File: config.mk
export PLATFORM = sky130hd
export DESIGN_NAME = rotate_left_iter_32
export DESIGN_NICKNAME = d
export VERILOG_FILES = /design/src/rtl/fusion_alu_pkg.sv /design/src/rtl/rotl_step_32.sv /design/src/rtl/rotate_left_iter_32.sv
export SDC_FILE = /design/constraint.sdc
export NUM_CORES = 1
export LEC_CHECK = 0
export ABC_CLOCK_PERIOD_IN_PS = 2600
export CAP_MARGIN = 20
export CELL_PAD_IN_SITES_DETAIL_PLACEMENT = 1
export CELL_PAD_IN_SITES_GLOBAL_PLACEMENT = 2
export CORE_AREA = 4 4 107 109
export DETAILED_ROUTE_END_ITERATION = 8
export DIE_AREA = 0 0 111 113
export PLACE_DENSITY_LB_ADDON = 0.1
export SKIP_CTS_REPAIR_TIMING = 1
export SLEW_MARGIN = 15
export SYNTH_ARGS = -nofsm -noshare
export SYNTH_HDL_FRONTEND = slang
export SYNTH_SLANG_ARGS = --single-unit
File: constraint.sdc
create_clock -name clk -period 2.6 [get_ports clk]
set_input_delay 0.52 -clock clk [delete_from_list [all_inputs] [get_ports clk]]
set_output_delay 0.52 -clock clk [all_outputs]
set_load 0.02 [all_outputs]
File: src/rtl/fusion_alu_pkg.sv
// Shared definitions for the Fusion-Core ALU sequenced blocks.
// Holds the datapath widths and the state encoding of the iterative rotate unit.
package fusion_alu_pkg;

    localparam int ALU_WIDTH   = 32;
    localparam int ALU_SHAMT_W = 5;

    typedef enum logic [1:0] {
        IDLE = 2'd0,
        ROT  = 2'd1,
        DONE = 2'd2
    } rotl_state_t;

endpackage

File: src/rtl/rotl_step_32.sv
// One rotate-left step with the matching count decrement: one bit per step,
// or four bits per step while at least four remain when ROTL_STEP4_EN is defined.
module rotl_step_32
    import fusion_alu_pkg::*;
(
    input  logic [ALU_WIDTH-1:0]   data,
    input  logic [ALU_SHAMT_W-1:0] cnt,
    output logic [ALU_WIDTH-1:0]   rot,
    output logic [ALU_SHAMT_W-1:0] cnt_next
);

    always_comb begin
        rot      = {data[ALU_WIDTH-2:0], data[ALU_WIDTH-1]};
        cnt_next = cnt - 5'd1;
`ifdef ROTL_STEP4_EN
        if (cnt >= 5'd4) begin
            rot      = {data[ALU_WIDTH-5:0], data[ALU_WIDTH-1:ALU_WIDTH-4]};
            cnt_next = cnt - 5'd4;
        end
`endif
    end

endmodule

File: src/rtl/rotate_left_iter_32.sv
// Multi-cycle rotate-left unit: rotates the captured operand until the amount is
// consumed, then latches the result and pulses done. Fast stepping under ROTL_STEP4_EN.
module rotate_left_iter_32
    import fusion_alu_pkg::*;
#(
    parameter int WIDTH = ALU_WIDTH,
    parameter int CNT_W = ALU_SHAMT_W
) (
    input  logic             clk,
    input  logic             rst,
    input  logic             start,
    input  logic [WIDTH-1:0] a,
    input  logic [CNT_W-1:0] amount,
    output logic [WIDTH-1:0] out,
    output logic             busy,
    output logic             done
);

    rotl_state_t      state;
    logic [WIDTH-1:0] work;
    logic [CNT_W-1:0] cnt;
    logic [WIDTH-1:0] step_rot;
    logic [CNT_W-1:0] step_cnt;

    rotl_step_32 u_step (
        .data     (work),
        .cnt      (cnt),
        .rot      (step_rot),
        .cnt_next (step_cnt)
    );

    always_ff @(posedge clk or posedge rst) begin
        if (rst) begin
            state <= IDLE;
            work  <= '0;
            cnt   <= '0;
            out   <= '0;
            busy  <= 1'b0;
            done  <= 1'b0;
        end else begin
            case (state)
                IDLE: begin
                    done <= 1'b0;
                    if (start) begin
                        work <= a;
                        busy <= 1'b1;
                        if (amount == '0) begin
                            // Nothing to rotate: the result is the operand itself.
                            state <= DONE;
                            out   <= a;
                            done  <= 1'b1;
                        end else begin
                            state <= ROT;
                            cnt   <= amount;
                        end
                    end
                end
                ROT: begin
                    work <= step_rot;
                    cnt  <= step_cnt;
                    if (step_cnt == '0) begin
                        state <= DONE;
                        out   <= step_rot;
                        done  <= 1'b1;
                    end
                end
                DONE: begin
                    state <= IDLE;
                    busy  <= 1'b0;
                    done  <= 1'b0;
                end
                default: begin
                    state <= IDLE;
                    busy  <= 1'b0;
                    done  <= 1'b0;
                end
            endcase
        end
    end

endmodule

==> impl_metrics.json, run 1 <==
{
  "status": "completed",
  "coreArea_um2": 10600,
  "grt_overflow_total": 0,
  "yosysTopAreaCell": "dfrtp_1",
  "place_ws_ns": 0.00201,
  "ant_nets": 0,
  "ys_seq_area_share_pct": 55.9,
  "synthTopCellsByArea": "dfrtp_1, mux2i_1, o21ai_0, nand2_1, inv_1",
  "avgRoutedWirePerCell_um": 15.1,
  "root_buffer": "clkbuf_8",
  "drive_gt1_share_pct": 11.4,
  "min_period_over_period_pct": 86.7,
  "crit_cells": 8,
  "worstSkewPairLatency_ns": 0.34,
  "fp.dieH_um": 113,
  "area_growth_pct": 38.2,
  "grt_max_degree": 42,
  "syn_inst": 302,
  "synth_fp_nets": 344,
  "clock-sinks": 73,
  "portBuffers": 73,
  "wl_met3_um": 244,
  "synth-seq-cells": 73,
  "ir_worst_vdd_v": 0.000361,
  "vias": 2426,
  "finalNetCount": 433,
  "tns_ns": 0,
  "drc_errors": 0,
  "diodes": 0,
  "power_density_nw_per_um2": 1160,
  "slew_headroom_pct": 53.1,
  "worstSetupStartpointType": "input pin",
  "path_buf_inv": 3,
  "yosysWarnings": 0,
  "crit_path_end": "out[31]$_DFFE_PP0P_",
  "max_stage_delay_ns": 0.55,
  "period_minus_slack_ns": 2.25,
  "slew_viol_final": 0,
  "endpoint_kind": "flop",
  "grt_first_pass_wirelength_um": 14000,
  "hold_path_class": "in2async",
  "path_clk_slew_ns": 0.08,
  "critical_path_arrival_ns": 2.48,
  "dieArea_um2": 12500,
  "synth_area_um2": 3270,
  "leakage_nw": 1.89,
  "cts_max_path_buffers": 2,
  "crit_type": "in2reg",
  "dp_hpwl_um": 5570,
  "antenna_found_initial": 0,
  "setup_slack_ns": 0.345,
  "reg2reg_depth": 7,
  "cp_cell_sequence": "clkdlybuf4s50_1, or4_1, nor2_1, nand3_1, o31ai_4, buf_4, buf_4, mux2_2",
  "wl_met1_um": 3890,
  "via_per_inst": 4.53,
  "die_w_um": 111,
  "cp_data_required_time_ns": 2.83,
  "drt_iter0_markers": 56,
  "fmax_mhz": 443,
  "track_usage_pct": 13.9,
  "finalSetupViolCount": 0,
  "rows": 38,
  "gp_congestion": 0.751,
  "cpLargestDelayFamily": "simple AND/OR/NAND/NOR gates",
  "cp_slowest_cell": "or4_1",
  "cp_common_cell": "buf_4",
  "tightest_slew_ns": 0.702,
  "synth_top_area_share_pct": 55.9,
  "ys_types": 28,
  "r2r_start": "cnt[0]$_DFFE_PP0P_",
  "initial_utilization_pct": 30.8,
  "h-tree-depth": 3,
  "critical_path.max_fanout": 7,
  "reg2reg_to": "out[31]$_DFFE_PP0P_",
  "topRoutingLayerUsed": "met4",
  "reg2reg_slack_ns": 0.39,
  "cts_buffers": 9,
  "synth_area_per_cell_um2": 10.8,
  "wl_um": 8110,
  "total_power_mw": 5.22,
  "pin_count": 74,
  "startpoint": "amount[2]",
  "skew_ns": 0.0164,
  "rsz0062_at_grt": "false",
  "first_pass_iters": 4,
  "grt_pass1_vias": 2695,
  "hold_viol": 0,
  "tritoncts": "done",
  "cap_violations": 0,
  "dr_wl_met2_um": 3870
}
==> synthesized netlist by cell type <==
library cell and n:
dfrtp_1 73, mux2i_1 56, nand2_1 46, o21ai_0 35
inv_1 34, a21oi_1 8, clkbuf_1 8, mux2_2 8
nor2_1 6, nand2b_1 4, buf_6 3, buf_1 2
ha_1 2, nand3_1 2, o22ai_1 2, a211oi_1 1
a21o_1 1, and3_1 1, buf_2 1, nand3b_1 1
nor2b_1 1, nor3b_1 1, o211ai_1 1, o21bai_1 1
o31ai_4 1, or4_1 1, or4b_1 1, xnor2_1 1
==> power by group <==
part | total (mW) | leakage [nW] | internal [mW] | switching [mW]
logic | 2.17 | 0.866 | 1.02 | 1.15
clock network | 1.07 | 0.118 | 0.639 | 0.436
registers | 1.98 | 0.902 | 1.67 | 0.315
total | 5.22 | 1.89 | 3.32 | 1.90
==> sequential cells by signal, indices dropped and copies added, names as in the netlist <==
signal and count:
out 32, work 32, cnt 5, state 2, busy 1, done 1
==> metal layers <==
metal  global-route usage, %  vias to the layer above
li1                        -                     1179
met1                    18.8                     1193
met2                    22.0                       44
met3                    2.78                       10
met4                    5.17                        0
met5                       0                        -
==> per-stage QoR <==
step	hold slack, ns	cell area [µm²]	std cells	util, %
floorplan	0.449	3270	302	-
finish	0.348	4520	536	42.6
detailed placement	0.470	4230	513	39.9
global placement	0.463	4230	513	39.9
global route	0.320	4520	536	42.6
CTS	0.327	4460	529	42.1
==> worst reg2reg max path: cells and delay by family (launching register included) <==
| kind | cells | cell delay (ns) |
|---|---|---|
| AND/OR/NAND/NOR | 1 | 0.56 |
| flip-flops | 1 | 0.40 |
| AO/OA/AOI/OAI | 3 | 0.48 |
| multiplexers | 1 | 0.32 |
| buffers and inverters | 2 | 0.34 |
==> how the worst min path moves through the flow <==
stage,end,depth (start not counted)
6_report,out[12]$_DFFE_PP0P_,2
5_1_grt,out[12]$_DFFE_PP0P_,2
3_3_place_gp,work[28]$_DFFE_PP0P_,2
3_5_place_dp,work[8]$_DFFE_PP0P_,2
4_1_cts,out[12]$_DFFE_PP0P_,2
2_1_floorplan,work[0]$_DFFE_PP0P_,2
==> kinds of logic (layout without fill, tap and decap cells) <==
kind of cell	count (synthesis)	count (layout)	share of synthesized area [%]
AND/OR/NAND/NOR	64	64	8.42
AO/OA/AOI/OAI	50	50	8.53
XOR/XNOR	1	1	0.268
multiplexers	64	64	19.9
flip-flops	73	73	55.9
adder cells (fa/ha/maj)	2	2	0.765
buffers and inverters	48	142	6.24
==> layout by cell type, fill, tap and decap left out, types with 3 or more instances in the layout <==
cell,netlist,routed
dfrtp_1,73,73
clkdlybuf4s50_1,0,73
mux2i_1,56,56
nand2_1,46,46
o21ai_0,35,35
inv_1,34,33
buf_4,0,17
clkbuf_8,0,9
a21oi_1,8,8
mux2_2,8,8
nor2_1,6,6
nand2b_1,4,3
bufinv_16,0,3
==> cell type report <==
type                    count  area, µm²
fillers                  1162       6090
flip-flops and latches     73       1830
multi-input cells         181       1250
repair buffers             92        898
well taps                 140        175
clock buffers              11        131
inverters                  34        129
clock inverters             5        104
Power figures use the tool's default switching activity.
==> inputs of run 2 (changes only) <==
--- a/config.mk
+++ b/config.mk
@@ -5,13 +5,14 @@
 export SDC_FILE = /design/constraint.sdc
 export NUM_CORES = 1
 export LEC_CHECK = 0
-export ABC_CLOCK_PERIOD_IN_PS = 2600
-export CAP_MARGIN = 20
+export ABC_AREA = 1
+export ABC_CLOCK_PERIOD_IN_PS = 2400
+export CAP_MARGIN = 10
 export CELL_PAD_IN_SITES_DETAIL_PLACEMENT = 1
 export CELL_PAD_IN_SITES_GLOBAL_PLACEMENT = 2
-export CORE_AREA = 4 4 107 109
+export CORE_AREA = 4 4 114 116
 export DETAILED_ROUTE_END_ITERATION = 8
-export DIE_AREA = 0 0 111 113
+export DIE_AREA = 0 0 118 120
 export PLACE_DENSITY_LB_ADDON = 0.1
 export SKIP_CTS_REPAIR_TIMING = 1
 export SLEW_MARGIN = 15
==> constraint.sdc (replaced) <==
create_clock -name clk -period 2.4 [get_ports clk]
set_input_delay 0.48 -clock clk [delete_from_list [all_inputs] [get_ports clk]]
set_output_delay 0.48 -clock clk [all_outputs]
set_load 0.02 [all_outputs]
==> run 2 against run 1 <==
Power increased by 31%. Utilization down 4.1 points. Critical path type is now reg2reg. Sequential cell count unchanged. Design area grew 1.6%. Cell count grew 20%. Largest cell class unchanged. Die area up 13%. Combinational power rose by 62%. Synthesized area increased by 4.8%. Highest routed layer unchanged. First-iteration DRC count grew 16%.
==> impl_metrics.json, run 2 <==
{
  "status": "completed",
  "critical_path_arrival_ns": 2.16,
  "p_seq_share_pct": 30.5,
  "rsz0062_at_grt": "false",
  "coreArea_um2": 11900,
  "tritoncts": "done",
  "reg2reg_slack_ns": 0.44,
  "cts_buffers": 9,
  "dp_hpwl_um": 6560,
  "layout_common_cells": "nand2_1, o21ai_0, dfrtp_1, clkdlybuf4s50_1, inv_1",
  "area_growth_pct": 33.9,
  "vias": 2976,
  "finalSetupViolCount": 0,
  "grt_first_pass_wirelength_um": 16000,
  "wl_met1_um": 4420,
  "die_w_um": 118,
  "path_clk_slew_ns": 0.06,
  "dieArea_um2": 14200,
  "drc_errors": 0,
  "slew_headroom_pct": 68.0,
  "drive_gt1_share_pct": 7.27,
  "synth-seq-cells": 73,
  "crit_type": "reg2reg",
  "skew_ns": 0.00849,
  "switching_power_mw": 3.02,
  "leakage_nw": 2.20,
  "tightest_slew_ns": 0.474,
  "tns_ns": 0,
  "period_minus_slack_ns": 1.96,
  "track_usage_pct": 14.1,
  "power_density_nw_per_um2": 1490,
  "syn_inst": 421,
  "yosysWarnings": 0,
  "root_buffer": "clkbuf_16",
  "worstSetupStartpointType": "flop",
  "hold_path_class": "in2async",
  "final_cell_count_no_fill": 642,
  "wl_um": 9520,
  "drt_iter0_markers": 65,
  "startpoint": "cnt[0]$_DFFE_PP0P_",
  "mostFrequentLayoutCell": "nand2_1",
  "gp_congestion": 0.721,
  "synth_area_per_cell_um2": 8.14,
  "synth_edf_count": 0,
  "async_flop_share_pct": 100,
  "switching_share_pct": 44.0,
  "avgRoutedWirePerCell_um": 14.8,
  "worstSkewPairLatency_ns": 0.33,
  "finalNetCount": 535,
  "first_pass_iters": 6,
  "ir_worst_vdd_v": 0.000517,
  "synthTopCellsByCount": "nand2_1, dfrtp_1, o21ai_0",
  "synth_top_area_share_pct": 53.3,
  "via_per_inst": 4.64,
  "diodes": 0,
  "cap_violations": 0,
  "rows": 40,
  "antenna_found_initial": 0,
  "clkPwrFrac_pct": 18.2,
  "synthTopCellsByArea": "dfrtp_1, nand2_1, o21ai_0, nand4_1, inv_1",
  "slew_viol_final": 0,
  "hold_viol": 0,
  "grt_max_degree": 37,
  "wl_met3_um": 260,
  "place_ws_ns": 0.251,
  "nFillCells": 1439,
  "min_period_over_period_pct": 81.5,
  "synth_fp_nets": 463,
  "synth_area_um2": 3430,
  "endpoint_kind": "flop",
  "p_int_mw": 3.84,
  "fmax_mhz": 511,
  "dr_wl_met2_um": 4720,
  "synth_flop_cell": "dfrtp_1",
  "yosysMostFrequentCell": "nand2_1",
  "h-tree-depth": 3,
  "clock-sinks": 73,
  "reg2reg_depth": 11,
  "portBuffers": 73,
  "ant_nets": 0,
  "grt_pass1_vias": 3192,
  "reg2reg_to": "out[30]$_DFFE_PP0P_",
  "grt_overflow_total": 0,
  "setup_slack_ns": 0.444,
  "dp.cells": 629,
  "cts_max_path_buffers": 2,
  "initial_utilization_pct": 28.8,
  "pin_count": 74,
  "topRoutingLayerUsed": "met4",
  "yosysTopAreaCell": "dfrtp_1",
  "reg_top3": "out: 32 flops, work: 32 flops, cnt: 5 flops",
  "r2r_start": "cnt[0]$_DFFE_PP0P_",
  "critical_path.max_fanout": 34,
  "ys_types": 21,
  "fp.dieH_um": 120,
  "cp_data_required_time_ns": 2.61,
  "ys_seq_area_share_pct": 53.3,
  "comb_power_share_pct": 51.3
}
[run 2: cell count changes after synthesis, moves of 2 or more]
cell      previous run  this run
nand2b_1             4         0
mux2i_1             56         0
o22ai_1              2         0
o21ai_0             35        73
mux2_2               8         0
nand2_1             46       152
nand4_1              0        33
inv_2                0         3
buf_2                1        11
a21oi_1              8         0
nand2_2              0         2
inv_1               34        43
nand3_4              0         2
[run 2: cell families after synthesis]
group,count (synthesis),synth area share (%)
flip-flops,73,53.3
adder cells (fa/ha/maj),2,0.730
AO/OA/AOI/OAI,77,11.8
AND/OR/NAND/NOR,198,25.2
buffers and inverters,71,8.94
[run 2: worst max path at each step]
stage,to,slack (ns),depth (start not counted)
after global routing,out[25]$_DFFE_PP0P_,0.19,11
after detailed placement,out[31]$_DFFE_PP0P_,0.25,7
after CTS,out[30]$_DFFE_PP0P_,0.42,11
after global placement,out[2]$_DFFE_PP0P_,0.29,7
after floorplan,busy$_DFFE_PP0P_,0.07,1
final,out[30]$_DFFE_PP0P_,0.44,11
[run 2: power by group through the flow]
stage               registers, mW  clock network, mW  logic, mW
floorplan                    2.36                  0       2.09
global placement             2.11                  0       3.54
detailed placement           2.11                  0       3.59
CTS                          2.11               1.29       3.61
global route                 2.15               1.35       4.01
finish                       2.09               1.25       3.52
[run 2: per-layer routing]
| metal | up-vias | GRT usage [%] |
|---|---|---|
| met3 | 11 | 3.30 |
| met2 | 45 | 24.0 |
| met5 | - | 0 |
| met4 | 0 | 4.54 |
| met1 | 1421 | 17.6 |
| li1 | 1499 | - |
[run 2: final cells by class]
type                            count  area (µm²)  share of cell area (%)
Clock buffer                       13         270                    5.89
Inverter                           46         174                    3.79
Multi-Input combinational cell    277        1290                    28.2
Sequential cell                    73        1830                    39.8
Tap cell                          147         184                    4.01
Timing Repair Buffer               86         841                    18.3
[run 2: critical path, stage by stage (launching register included)]
cell and delay [ns]:
dfrtp_1 0.40, inv_1 0.13, ha_1 0.24, inv_1 0.06, nand2_1 0.08, nand2_1 0.05
nor2_1 0.09, nand2_1 0.07, nand2_2 0.11, nand3_4 0.36, nand2_1 0.17, nand2_1 0.07
[run 2: metrics by stage]
step / area [µm²] / util [%] / total power [mW] / hold slack [ns]
floorplan: 3430 / - / 4.45 / 0.502
global placement: 4320 / 36.3 / 5.65 / 0.458
detailed placement: 4320 / 36.3 / 5.70 / 0.462
CTS: 4590 / 38.5 / 7.01 / 0.475
global route: 4590 / 38.5 / 7.51 / 0.495
finish: 4590 / 38.5 / 6.86 / 0.468
==> inputs of run 3 (changes only) <==
--- a/config.mk
+++ b/config.mk
@@ -6,7 +6,7 @@
 export NUM_CORES = 1
 export LEC_CHECK = 0
 export ABC_AREA = 1
-export ABC_CLOCK_PERIOD_IN_PS = 2400
+export ABC_CLOCK_PERIOD_IN_PS = 2000
 export CAP_MARGIN = 10
 export CELL_PAD_IN_SITES_DETAIL_PLACEMENT = 1
 export CELL_PAD_IN_SITES_GLOBAL_PLACEMENT = 2
==> constraint.sdc (replaced) <==
create_clock -name clk -period 2 [get_ports clk]
set_input_delay 0.4 -clock clk [delete_from_list [all_inputs] [get_ports clk]]
set_output_delay 0.4 -clock clk [all_outputs]
set_load 0.02 [all_outputs]
==> run 3 against run 2 <==
Sequential share of layout area is 0.68 points lower. Utilization is 0.67 points higher. Setup slack worse by 0.19 ns. Clock skew is 0.0048 ns lower. Register-to-register slack worse by 0.19 ns. Die area stayed put. Via count is 0.27% higher. Combinational power is 24% higher.
==> impl_metrics.json, run 3 (same netlist as run 2, synthesis figures left out) <==
{
  "use_met2_pct": 23.4,
  "r2r_start": "cnt[0]$_DFFE_PP0P_",
  "nFillCells": 1432,
  "cap_violations": 0,
  "tightest_slew_ns": 0.433,
  "critical_path_arrival_ns": 1.97,
  "h-tree-depth": 3,
  "min_period_over_period_pct": 87.5,
  "endpoint_kind": "flop",
  "layout_common_cells": "nand2_1, o21ai_0, dfrtp_1, clkdlybuf4s50_1, inv_1",
  "ir_worst_vdd_v": 0.000716,
  "total_power_mw": 8.51,
  "finalNetCount": 533,
  "area_growth_pct": 36.3,
  "portBuffers": 73,
  "initial_utilization_pct": 28.8,
  "wl_um": 9270,
  "worstSetupStartpointType": "flop",
  "finalSetupViolCount": 0,
  "cp_data_required_time_ns": 2.22,
  "gp_congestion": 0.729,
  "grt_overflow_total": 0,
  "drc_errors": 0,
  "track_usage_pct": 14.0,
  "status": "completed",
  "critical_path.max_fanout": 17,
  "path_clk_slew_ns": 0.06,
  "use_met3_pct": 3.25,
  "grt_first_pass_wirelength_um": 15900,
  "worstSkewPairLatency_ns": 0.33,
  "skew_ns": 0.00364,
  "hold_ws_ns": 0.466,
  "leakage_nw": 2.23,
  "via_per_inst": 4.64,
  "busiest_layer": "met2",
  "dp.cells": 627,
  "drt_iter0_markers": 97,
  "crit_type": "reg2reg",
  "antenna_found_initial": 0,
  "drive_gt1_share_pct": 7.26,
  "slew_headroom_pct": 70.8,
  "dp_hpwl_um": 6190,
  "startpoint": "cnt[0]$_DFFE_PP0P_",
  "grt_max_degree": 74,
  "fmax_mhz": 572,
  "final_cell_count_no_fill": 643,
  "use_met1_pct": 17.7,
  "slew_viol_final": 0,
  "hold_viol": 0,
  "clock-sinks": 73,
  "ant_nets": 0,
  "rsz0062_at_grt": "false",
  "rows": 40,
  "root_buffer": "clkbuf_16",
  "grt_pass1_vias": 3204,
  "tritoncts": "done",
  "cts_max_path_buffers": 2,
  "period_minus_slack_ns": 1.75,
  "hold_path_class": "reg2reg",
  "die_w_um": 118,
  "first_pass_iters": 4,
  "mostFrequentLayoutCell": "nand2_1",
  "diodes": 0,
  "vias": 2984,
  "hp-start": "out[17]$_DFFE_PP0P_",
  "power_density_nw_per_um2": 1820,
  "dieArea_um2": 14200,
  "cts_buffers": 9,
  "reg_top3": "out: 32 flops, work: 32 flops, cnt: 5 flops",
  "pin_count": 74,
  "coreArea_um2": 11900,
  "fp.dieH_um": 120,
  "tns_ns": 0,
  "avgRoutedWirePerCell_um": 14.4
}
## run 3: cell count changes in the layout (fill, tap and decap cells not counted)
cell / delta
buf_12: +4
buf_4: -7
buf_6: +1
bufinv_16: +1
clkbuf_1: +1
clkinvlp_4: +1
## run 3: worst paths after layout
path / end / slack [ns] / depth (start not counted)
max: out[3]$_DFFE_PP0P_ / 0.25 / 12
min: out[17]$_DFFE_PP0P_ / 0.47 / 2
max reg2reg: out[3]$_DFFE_PP0P_ / 0.25 / 12
min reg2reg: out[17]$_DFFE_PP0P_ / 0.47 / 2
max in group asynchronous: work[21]$_DFFE_PP0P_ / 1.13 / 3
min in group asynchronous: cnt[4]$_DFFE_PP0P_ / 0.53 / 3
## run 3: stage by stage
step | util (%) | worst slack, ns | instance area [µm²]
floorplan | - | 0.459 | 3430
global placement | 36.6 | 0.0732 | 4360
detailed placement | 36.6 | 0.0415 | 4360
CTS | 39.2 | 0.153 | 4670
global route | 39.2 | 0.0610 | 4670
finish | 39.2 | 0.251 | 4670
## run 3: layout make-up
type	instances	area, µm²	area share (%)
inverter	46	176	3.78
timing repair buffer	84	880	18.8
sequential	73	1830	39.1
multi-input combinational	277	1290	27.7
clock inverter	2	35.0	0.750
clock buffer	14	274	5.87
tap	147	184	3.94
## run 3: metal layers
metal	up-vias	part of all wire, %
li1	1497	-
met1	1432	47
met2	45	48
met3	10	3.3
met4	0	1.3
met5	-	0
## run 3: critical path, stage by stage, from the launching register on
cell	delay, ns
dfrtp_1	0.40
inv_1	0.12
ha_1	0.23
inv_1	0.06
nand2_1	0.07
nand2_1	0.06
nor2_1	0.08
nand2_1	0.08
nand2_2	0.11
nand3_4	0.07
buf_4	0.21
nand2_1	0.08
nand2_1	0.05
## run 3: report_power, final
| group | internal [mW] | switching [mW] |
|---|---|---|
| logic | 1.62 | 2.74 |
| clock network | 1.07 | 0.596 |
| registers | 2.19 | 0.294 |
==> patch 1, RTL diff (flow settings as in run 1) <==
The package constant `ALU_SHAMT_W` goes from 5 to 10.
--- a/src/rtl/fusion_alu_pkg.sv
+++ b/src/rtl/fusion_alu_pkg.sv
@@ -4,5 +4,5 @@
 
     localparam int ALU_WIDTH   = 32;
-    localparam int ALU_SHAMT_W = 5;
+    localparam int ALU_SHAMT_W = 10;
 
     typedef enum logic [1:0] {
Interface: changed (resized amount); port bits go from 74 to 79. No check against the original RTL was run, so the function may have changed too.
==> patch 1 against run 1 <==
  * Total power down 12%
  * Area after synthesis up 14%
  * Highest routed layer unchanged
  * Via count up 16%
  * Sequential cell count up 5
  * Wire length up 16%
  * Critical endpoint unchanged
  * Worst setup slack worse by 0.24 ns
  * Global-route usage up 2.2 points
  * Cell area up 11%
==> patch 1: results (changes against run 1) <==
layout net count=490 (+13%); Sw Share=36.2% (-0.25 points); Placed Cells=570 (+11%); Buffers on Ports=78 (+6.8%); Hold WC Path Type=reg2reg; clk_lat worst skew=0.36 ns (+0.02 ns); VDD IR max=289 uV (-20%); CP peak stage delay=0.61 ns (+0.06 ns); Area contributors post-synth=dfrtp_1 (52%), mux2i_1 (16%), o21ai_0 (5.1%); DRT Pass-1 Iters=4 (unchanged); worst-case reg-to-reg path depth=8 (+1); GR Util All Layers=16.1% (+2.2 points); worst setup path category=reg2reg; post-synthesis sequential area ratio=52.3% (-3.6 points); Synth cell types=46 (+64%); R2R Setup Slk=0.11 ns (-0.28 ns); Compound-Gate Fraction of Synth Area=11.4% (+2.9 points); top flop regs=out x32, work x32, cnt x10; first-pass GRT wire length=16.2 mm (+16%); final setup margin=0.107 ns (-0.238 ns); commonest cells in the netlist=dfrtp_1 (78), mux2i_1 (60), nand2_1 (44); register share of total power=41.8% (+3.9 points); First DRT Iteration DRCs=87 (+55%); DP Wirelength=6.65 mm (+19%); fraction of layout cells with a size suffix above 1=10.5% (-0.85 points); pre-CTS WS=-0.0417 ns (-0.0437 ns); CP Data Arrival Time=2.74 ns (+0.26 ns); Final Wtd Congestion=0.743 (-1.0%); Synth Area in XOR/XNOR=0.235% (-0.033 points); status=complete, no violations; pin count of the biggest net entering global routing=64 (+52%); Fin Hold WS=0.484 ns (+0.136 ns); Adder-Cell Fraction of Synth Area=0.671% (-0.095 points); skew final=0.00915 ns (-0.00724 ns); Avg Inst Size Synth=10.5 um2 (-2.6%); DR vias=2,826 (+16%); switching power=1.67 mW (-12%); Leak=1.98 nW (+4.9%); fin cells=587 (+9.5%); DR WL/cell=16.1 um (+6.1%); post-layout util=47.1% (+4.5 points)
-- patch 1: cell types whose count changed after synthesis, moves of 3 or more --
cell,delta
mux2_2,-6
nor2_1,+12
buf_8,+3
nor4_1,+3
nor3_1,+3
or3_1,+4
dfrtp_1,+5
o21ai_0,+3
mux2i_1,+4
o21ai_1,+3
-- patch 1: layer usage --
metal / routed length (um) / vias to the layer above / track usage (%)
li1: - / 1384 / -
met1: 4430 / 1385 / 21.3
met2: 4530 / 48 / 26.1
met3: 333 / 9 / 3.85
met4: 124 / 0 / 5.42
met5: 0 / - / 0
-- patch 1: cells by family (layout without fill, tap and decap cells) --
logic type | Yosys count | in the layout
buf+inv | 54 | 147
compound gates | 67 | 67
fa+ha+maj | 2 | 2
xor+xnor | 1 | 1
simple gates | 88 | 88
mux | 64 | 64
flops | 78 | 78
-- patch 1: layout make-up --
class                      count  area share (%)
clock buffer                   9            2.48
clock inverter                 6            1.88
inverter                      35            2.66
multi-input combinational    222            30.8
sequential                    78            39.1
tap                          140            3.51
timing repair buffer          97            19.6
==> patch 2, RTL diff (settings of run 1) <==
Without the edit above. Re-encode `rotl_state_t` (3 states) as one-hot, 3 bits wide.
--- a/src/rtl/fusion_alu_pkg.sv
+++ b/src/rtl/fusion_alu_pkg.sv
@@ -6,8 +6,8 @@
     localparam int ALU_SHAMT_W = 5;
 
-    typedef enum logic [1:0] {
-        IDLE = 2'd0,
-        ROT  = 2'd1,
-        DONE = 2'd2
+    typedef enum logic [2:0] {
+        IDLE = 3'b001,
+        ROT  = 3'b010,
+        DONE = 3'b100
     } rotl_state_t;
 
Formal check against the unedited RTL: no difference found for any inputs over 10 cycles, from zero or initial values and one cycle with rst high; not proved beyond that.
==> patch 2 against run 1 <==
  * Via count is 5.5% higher
  * Area after synthesis rose by 0.34%
  * Maximum frequency down 3.5%
  * Cell area is 1.0% lower
  * Total power grew 11%
  * Hold slack better by 0.13 ns
  * Wire length increased by 5.5%
  * Sequential cell count grew 1
  * Cell count down 1.3%
  * Worst setup slack got worse by 0.081 ns
  * Largest power group unchanged
  * Highest routed layer unchanged
==> patch 2: results (changes against run 1) <==
worst-case reg-to-reg path depth=5 (-2); worst reg2reg endpoint=out[23]; met3 usage=3.48% (+0.70 points); Filler Cells Inserted=1,183 (+1.8%); commonest cells in the netlist=dfrtp_1 (73), nand2_1 (45), o21ai_0 (35); DP Wirelength=5.81 mm (+4.3%); DR WL/cell=16.2 um (+6.9%); Hold WC Path Type=reg2reg; GR Util All Layers=14.2% (+0.34 points); DR WL met3=294 um (+20%); layout net count=426 (-1.6%); Final Wtd Congestion=0.760 (+1.3%); VDD IR max=515 uV (+43%); Sw Share=37.4% (+0.97 points); crit-path max FO=5 (-2); First DRT Iteration DRCs=88 (+57%); DRT Pass-1 Iters=4 (unchanged); wire length on met1=4.02 mm (+3.2%); mux cell area share after synthesis=11.3% (-8.6 points); Synth Area in XOR/XNOR=0% (-0.27 points); CTS Buf Count=9 (unchanged); Slew @ Worst Pin=0.684 ns (-0.0180 ns); Synth cell types=32 (+14%); met2 usage=23.7% (+1.7 points); Fin Hold WS=0.483 ns (+0.135 ns); status=complete, no violations; vias in the first global route=2,745 (+1.9%); pin count of the biggest net entering global routing=57 (+36%); DR vias=2,560 (+5.5%); Compound-Gate Fraction of Synth Area=18.2% (+9.7 points); first-pass GRT wire length=14.4 mm (+3.0%); skew final=0.0102 ns (-0.00620 ns); met1 Use GR=18.3% (-0.55 points); worst r2r src=state[0]; metal2 WL=4.16 mm (+7.4%); Area contributors post-synth=dfrtp_1 (56%), mux2i_1 (8.5%), a31oi_1 (5.7%); Adder-Cell Fraction of Synth Area=0.763% (-0.0026 points); CP Data Arrival Time=2.55 ns (+0.07 ns); Leak=1.85 nW (-1.7%); syn nets=357 (+3.8%); fraction of layout cells with a size suffix above 1=9.00% (-2.4 points); Avg Inst Size Synth=10.4 um2 (-3.8%); pre-CTS WS=-0.0937 ns (-0.0957 ns); post-synthesis sequential area ratio=56.5% (+0.61 points); Tmin final=2.34 ns (+0.0813 ns)
[patch 2: cell count changes in the layout (fill, tap and decap cells not counted), sizes merged, moves of 4 or more]
cell / run 1 / this run
a21oi: 8 / 34
a31oi: 0 / 30
buf: 19 / 9
inv: 33 / 6
mux2i: 56 / 28
nand2b: 4 / 0
nor2b: 1 / 6
[patch 2: final cells by class]
| class | count | share of cell area [%] |
|---|---|---|
| clock inverter | 5 | 3.36 |
| multi-input combinational | 210 | 29.3 |
| sequential | 74 | 41.4 |
| clock buffer | 11 | 2.94 |
| inverter | 7 | 0.616 |
| timing repair buffer | 82 | 18.4 |
| tap | 140 | 3.92 |
[patch 2: metrics by stage]
| stage | area [um2] | total power, mW | instances |
|---|---|---|---|
| global placement | 4190 | 4.54 | 513 |
| CTS | 4470 | 5.89 | 529 |
| detailed placement | 4190 | 4.61 | 513 |
| floorplan | 3280 | 3.57 | 315 |
| global route | 4470 | 6.25 | 529 |
| finish | 4470 | 5.80 | 529 |
[patch 2: how the worst max path moves through the flow]
stage | end | cells after the start
finish | out[23] | 6
detailed placement | out[23] | 6
floorplan | busy | 1
CTS | out[23] | 6
global placement | out[23] | 6
global route | out[19] | 7
[patch 2: power groups by stage]
stage               Clock (mW)  Sequential (mW)  Combinational, mW
global placement             0             2.08               2.46
CTS                       1.29             2.08               2.52
global route              1.35             2.15               2.75
floorplan                    0             2.31               1.25
finish                    1.26             2.07               2.47
detailed placement           0             2.10               2.52
[patch 2: cells by family after synthesis]
logic type / count (synthesis)
muxes: 36
and+or+nand+nor: 65
AOI/OAI and AO/OA: 107
adders and majority gates: 2
DFF: 74
buffers and inverters: 31
[patch 2: critical path, cell delays in order]
cell and delay, ns:
clkdlybuf4s50_1 0.42, or4_1 0.56, or3_1 0.40, o21ai_4 0.11
nand2_1 0.18, mux2_1 0.36
